File: config.mk
export PLATFORM = sky130hd
export DESIGN_NAME = divider_8by4
export DESIGN_NICKNAME = d
export VERILOG_FILES = /design/src/rtl/divider_pkg.sv /design/src/rtl/div_step.sv /design/src/rtl/divider_8by4.sv
export SDC_FILE = /design/constraint.sdc
export NUM_CORES = 1
export LEC_CHECK = 0
export CORE_MARGIN = 8
export CORE_UTILIZATION = 54
export DETAILED_ROUTE_END_ITERATION = 16
export GPL_TIMING_DRIVEN = 1
export PLACE_DENSITY = 0.79
export SYNTH_ARGS = -nofsm -noshare
export SYNTH_HDL_FRONTEND = slang
export SYNTH_SLANG_ARGS = --single-unit
File: constraint.sdc
create_clock -name clk -period 3.1 [get_ports clk]
set_input_delay 0.31 -clock clk [delete_from_list [all_inputs] [get_ports clk]]
set_output_delay 0.31 -clock clk [all_outputs]
set_load 0.02 [all_outputs]
File: src/rtl/divider_pkg.sv
// -----------------------------------------------------------------------------
// divider_pkg
// Shared definitions for the 8-by-4 restoring divider:
//   - operand, quotient, remainder and counter widths
//   - the controller state enumeration (IDLE, RUN, DONE)
//   - the fixed results returned for a zero divisor
//   - a small helper used by the datapath to spot a zero divisor
// -----------------------------------------------------------------------------
package divider_pkg;

  // Operand widths: 8-bit dividend/quotient, 4-bit divisor/remainder.
  localparam int DVD_W = 8;
  localparam int DVS_W = 4;
  // Bit counter indexes dividend bits 7..0.
  localparam int CNT_W = 3;

  // Controller states.
  typedef enum logic [1:0] {
    IDLE = 2'd0,
    RUN  = 2'd1,
    DONE = 2'd2
  } state_t;

  // The counter starts at the dividend MSB because quotient bits are
  // produced MSB first.
  localparam logic [CNT_W-1:0] CNT_START = CNT_W'(DVD_W - 1);

  // Results delivered when the captured divisor is zero.
  localparam logic [DVD_W-1:0] Q_DIV_ZERO = '1;
  localparam logic [DVS_W-1:0] R_DIV_ZERO = '0;

  // True when a divisor is zero.
  function automatic logic is_zero_divisor(input logic [DVS_W-1:0] dvs);
    return (dvs == '0);
  endfunction

endpackage

File: src/rtl/div_step.sv
// -----------------------------------------------------------------------------
// div_step
// One combinational step of the restoring divider. It shifts the next
// dividend bit into the partial remainder, compares against the divisor in
// 5-bit arithmetic, and either subtracts (quotient bit 1) or keeps the shifted
// value (quotient bit 0).
//
// Ports
//   i_p        in   5  partial remainder P from the previous step (P[4] is 0)
//   i_bit      in   1  dividend bit being brought down this step
//   i_divisor  in   4  captured divisor
//   o_p        out  5  new partial remainder
//   o_q_bit    out  1  quotient bit produced by this step
// -----------------------------------------------------------------------------
module div_step
  import divider_pkg::*;
(
  input  logic [DVS_W:0]   i_p,
  input  logic             i_bit,
  input  logic [DVS_W-1:0] i_divisor,
  output logic [DVS_W:0]   o_p,
  output logic             o_q_bit
);

  logic [DVS_W:0] w_shifted;
  logic [DVS_W:0] w_divisor_ext;
  logic [DVS_W:0] w_diff;
  logic           w_ge;
  logic           w_zero;
  // P[4] is always zero after a step, so it is shifted out without being
  // looked at.
  logic           w_unused_p_msb;

  assign w_unused_p_msb = i_p[DVS_W];

  assign w_shifted     = {i_p[DVS_W-1:0], i_bit};
  assign w_divisor_ext = {1'b0, i_divisor};
  assign w_diff        = w_shifted - w_divisor_ext;
  assign w_ge          = (w_shifted >= w_divisor_ext);
  assign w_zero        = is_zero_divisor(i_divisor);

  always_comb begin
    o_p     = w_shifted;
    o_q_bit = 1'b0;
    if (w_zero) begin
      // With a zero divisor every compare succeeds, so each quotient bit is 1.
      // The partial remainder is held at zero so that P[4] stays clear and
      // the final remainder comes out as 0.
      o_p     = '0;
      o_q_bit = 1'b1;
    end else if (w_ge) begin
      o_p     = w_diff;
      o_q_bit = 1'b1;
    end
  end

endmodule

File: src/rtl/divider_8by4.sv
// -----------------------------------------------------------------------------
// divider_8by4
// Sequential 8-bit by 4-bit unsigned restoring divider. It produces one
// quotient bit per clock, MSB first, and has a fixed latency: done pulses
// exactly 8 cycles after the edge that accepts start. The FSM, bit counter and
// all registers live here. The shift/compare/subtract step is in div_step.
//
// Ports
//   clk          in   1  clock, rising edge
//   rst          in   1  synchronous active-high reset
//   start        in   1  begin a division (looked at only in IDLE)
//   dividend     in   8  unsigned dividend, captured on accept
//   divisor      in   4  unsigned divisor, captured on accept
//   busy         out  1  high from accept until done drops
//   done         out  1  one-cycle pulse when results are valid
//   quotient     out  8  registered quotient
//   remainder    out  4  registered remainder
//   div_by_zero  out  1  captured divisor was zero (updated with done)
// -----------------------------------------------------------------------------
module divider_8by4
  import divider_pkg::*;
(
  input  logic             clk,
  input  logic             rst,
  input  logic             start,
  input  logic [DVD_W-1:0] dividend,
  input  logic [DVS_W-1:0] divisor,
  output logic             busy,
  output logic             done,
  output logic [DVD_W-1:0] quotient,
  output logic [DVS_W-1:0] remainder,
  output logic             div_by_zero
);

  state_t           r_state;
  logic [DVD_W-1:0] r_dividend;
  logic [DVS_W-1:0] r_divisor;
  logic [CNT_W-1:0] r_count;
  logic [DVS_W:0]   r_p;
  // Quotient is built here so the visible quotient output stays unchanged
  // during RUN.
  logic [DVD_W-1:0] r_q_work;

  logic             r_busy;
  logic             r_done;
  logic [DVD_W-1:0] r_quotient;
  logic [DVS_W-1:0] r_remainder;
  logic             r_div_by_zero;

  logic             w_bit;
  logic             w_q_bit;
  logic [DVS_W:0]   w_p_next;
  logic [DVD_W-1:0] w_q_next;

  assign w_bit = r_dividend[r_count];

  div_step u_step (
    .i_p       (r_p),
    .i_bit     (w_bit),
    .i_divisor (r_divisor),
    .o_p       (w_p_next),
    .o_q_bit   (w_q_bit)
  );

  // Working quotient with this step's bit merged in. On the last step this is
  // the full quotient that gets registered.
  always_comb begin
    w_q_next          = r_q_work;
    w_q_next[r_count] = w_q_bit;
  end

  always_ff @(posedge clk) begin
    if (rst) begin
      r_state       <= IDLE;
      r_dividend    <= '0;
      r_divisor     <= '0;
      r_count       <= '0;
      r_p           <= '0;
      r_q_work      <= '0;
      r_busy        <= 1'b0;
      r_done        <= 1'b0;
      r_quotient    <= '0;
      r_remainder   <= '0;
      r_div_by_zero <= 1'b0;
    end else begin
      case (r_state)
        IDLE: begin
          if (start) begin
            r_state    <= RUN;
            r_dividend <= dividend;
            r_divisor  <= divisor;
            r_count    <= CNT_START;
            r_p        <= '0;
            r_q_work   <= '0;
            r_busy     <= 1'b1;
          end
        end

        RUN: begin
          r_p      <= w_p_next;
          r_q_work <= w_q_next;
          if (r_count == '0) begin
            // The last step publishes all results together with done.
            r_quotient    <= w_q_next;
            r_remainder   <= w_p_next[DVS_W-1:0];
            r_div_by_zero <= is_zero_divisor(r_divisor);
            r_done        <= 1'b1;
            r_state       <= DONE;
          end else begin
            r_count <= r_count - 1'b1;
          end
        end

        DONE: begin
          // Any start seen here is dropped. The next accept can only happen
          // from IDLE.
          r_done  <= 1'b0;
          r_busy  <= 1'b0;
          r_state <= IDLE;
        end

        default: begin
          r_state <= IDLE;
          r_done  <= 1'b0;
          r_busy  <= 1'b0;
        end
      endcase
    end
  end

  assign busy        = r_busy;
  assign done        = r_done;
  assign quotient    = r_quotient;
  assign remainder   = r_remainder;
  assign div_by_zero = r_div_by_zero;

endmodule

==> results of run 1 <==
-- worst max path at each step --
stage | slack [ps] | start | to
4_1_cts | 110 | r_count[0]$_SDFFE_PP0P_ | r_q_work[3]$_SDFFE_PP0P_
5_1_grt | 20 | r_count[1]$_SDFFE_PP0P_ | r_p[0]$_SDFFE_PP0P_
3_5_place_dp | 150 | r_count[0]$_SDFFE_PP0P_ | r_q_work[0]$_SDFFE_PP0P_
6_report | 220 | r_count[1]$_SDFFE_PP0P_ | r_p[0]$_SDFFE_PP0P_
2_1_floorplan | 470 | r_count[1]$_SDFFE_PP0P_ | r_p[0]$_SDFFE_PP0P_
3_3_place_gp | 290 | r_count[1]$_SDFFE_PP0P_ | r_q_work[3]$_SDFFE_PP0P_
-- cell type report --
type | count | area [um2]
Inverter | 8 | 30.0
Fill cell | 330 | 1180
Tap cell | 48 | 60.1
Multi-Input combinational cell | 192 | 1130
Timing Repair Buffer | 35 | 335
Clock buffer | 5 | 68.8
Sequential cell | 44 | 882
-- registers in the layout, indices dropped and copies added, names as in the netlist --
register / cells
div_by_zero: 1
r_divisor: 4
r_state: 2
r_p: 4
done: 1
remainder: 4
r_count: 3
quotient: 8
busy: 1
r_dividend: 8
r_q_work: 8
-- kinds of logic after synthesis --
group | synth area share
buffers and inverters | 0.0448
multiplexers | 0.0155
XOR/XNOR | 0.00836
adder cells (fa/ha/maj) | 0.0514
AND/OR/NAND/NOR | 0.244
AO/OA/AOI/OAI | 0.215
flip-flops | 0.421
-- synth_stat cells, drive strengths merged --
| master | n |
|---|---|
| a2111oi | 1 |
| a311oi | 1 |
| a31oi | 3 |
| nand4 | 7 |
| nand2b | 4 |
| mux2 | 2 |
| inv | 8 |
| nand3 | 6 |
| nor2 | 22 |
| nor2b | 3 |
| o21ai | 16 |
| nand3b | 2 |
| a22o | 4 |
| or2 | 4 |
| a32oi | 3 |
| a22oi | 2 |
| o21a | 1 |
| fa | 1 |
| mux2i | 1 |
| nand4b | 1 |
| o21bai | 1 |
| clkbuf | 13 |
| a21oi | 36 |
| nor3 | 10 |
| nor4 | 1 |
| nor3b | 2 |
| buf | 3 |
| a221o | 1 |
| dfxtp | 44 |
| o31ai | 2 |
| xor2 | 2 |
| ha | 7 |
| a221oi | 1 |
| nand2 | 45 |
-- critical path, cell delays in order (launching register included) --
cell and delay [ps]:
dfxtp_1 350, mux2_2 340, a32oi_1 160, o21ai_0 200
nor2_1 200, ha_1 260, nand2b_1 190, a2111oi_4 490
or2_4 230, nor3b_4 240, o31ai_2 100
-- metal layers --
layer  global-route usage  vias up  share of wire
li1                     -      959              -
met1                0.198      882           0.47
met2                0.279       47           0.47
met3               0.0478       10          0.046
met4               0.0667        0          0.017
met5                    0        -              0
-- power breakdown --
part | leakage [nW] | switching [mW] | internal [mW]
registers | 0.359 | 0.0265 | 0.599
logic | 0.503 | 0.204 | 0.135
clock network | 0.0359 | 0.179 | 0.145
total | 0.898 | 0.409 | 0.879
-- through the flow --
stage | hold WS, ps | std cells
final | 457 | 332
after global routing | 469 | 332
after CTS | 459 | 332
after global placement | 441 | 327
after floorplan | 433 | 260
after detailed placement | 448 | 327
-- repair_timing --
action	4_1_cts	5_1_grt
hold buffers	0	0
setup endpoints to repair	0	12
resized for setup	0	3
==> out/results.ini, run 1 <==
[floorplan]
die-width_um = 78.3
die-height_um = 78.3
floorplan.initialDensity = 0.568
rows = 22
design.die.area_um2 = 6130
coreArea_um2 = 3690
ioPinCount = 30

[routing]
drt-total-wl_um = 4940
ant_nets = 0
drt_pre_antenna_iters = 4
route.detailed.vias_per_inst = 5.72
route.vias.total = 1898
drt-wirelength-per-cell_um = 14.9
drc = 0
detail_route.iter0.violations = 107

[place]
place_hpwl_um = 3540
detailedPlace.worstSlack_ps = 146
number_of_port_buffers = 29
routabilityCongestion = 0.913
post_place_instance_area_um2 = 2430

[cts]
clock_tree_from_tritoncts = yes
max-clock-path-buffers = 2
htree_levels = 2
tritoncts_num_sinks = 44
clock_insertion_delay_worst_skew_ps = 300
cts-buffers-inserted = 5
clock_tree.root_cell = clkbuf_8
cts.clk_slew.worst_paths_ps = 80
postCtsSetupRepairBufs = 0

[yosys]
synth_top_area_cell = dfxtp_1
syn_avg_cell_area_um2 = 8.06
syn_area_um2 = 2090
synthesis.yosys.warnings = 0
synthCells = 260
ffs_latches_synth = 44
synthDistinctLibCells = 38
share_of_the_yosys_chip_area_belonging_to_registers = 0.421
synth_area_leaders = dfxtp_1 (42%), a21oi_1 (8.6%), nand2_1 (8.1%)
syn_nets = 283
area_share_of_the_leading_cell_type_in_the_synthesized_netlist = 0.421

[flow_run]
max_cap_viol = 0

[final_layout]
finish.instance_area_um2 = 2510
commonest_non_fill_non_tap_cell_in_the_layout = nand2_1
syn_to_final_growth_pct = 19.7
antenna_cells = 0
top_library_cells_by_usage_in_the_layout_fill_and_taps_aside = nand2_1 (45), dfxtp_1 (43), a21oi_1 (36), clkdlybuf4s50_1 (29), nor2_1 (22)
post-route-util = 0.680
nets = 309
drive_above_1_share = 0.0810

[sta]
rsz_0062_raised_after_global_routing = no
finalMaxSlewViolations = 0
setup-tns-final_ps = 0
fmax_mhz = 347
fin_crit_sh = 0.929
setup_slack_ps = 221
clock-skew-final_ps = 7.55
maxSlewHeadroom = 0.441
timing.final.crit_period_ps = 2880
tightestPinTransition_ps = 836
report.final.setup_viol = 0
timing.final.hold_violations = 0

[critical_path]
cp_max_fo = 5
cp-start-kind = register
timing.rr.end = r_p[0]$_SDFFE_PP0P_
worstPathArrival_ps = 3060
crit_end_category = register
reg2reg_depth = 10
r2r_slack_ps = 220
crit_type = register to register
cp.required_ps = 3290
worstReg2RegStart = r_count[1]$_SDFFE_PP0P_

[worst_hold_path]
min_from = quotient[4]$_SDFFE_PP0P_
worst_hold_path_type = register to register
worstHoldEndpoint = quotient[4]$_SDFFE_PP0P_
worstHoldPathCells = 2

[global_routing]
antenna_found_initial = 0
grt_pass1_vias = 1908
track_usage = 0.168
grt-ovfl-total = 0
grt_first_pass_wirelength_um = 8520
grt_start_max_net_pins = 32

[power_and_ir_drop]
worst_vdd_ir_mv = 0.252
power_leakage_nw = 0.898
fin_total_pwr_mw = 1.29
pwr_density_cell_nw_per_um2 = 514

[outcome]
run_status = finished, final reports clean

(Power assumes the default switching activity.)
==> inputs of run 2 (changes only) <==
Settings changed: SKIP_CTS_REPAIR_TIMING set to 1.
==> results of run 2 <==
Same layout as run 1: the final DEF is identical, and so are final timing and power.
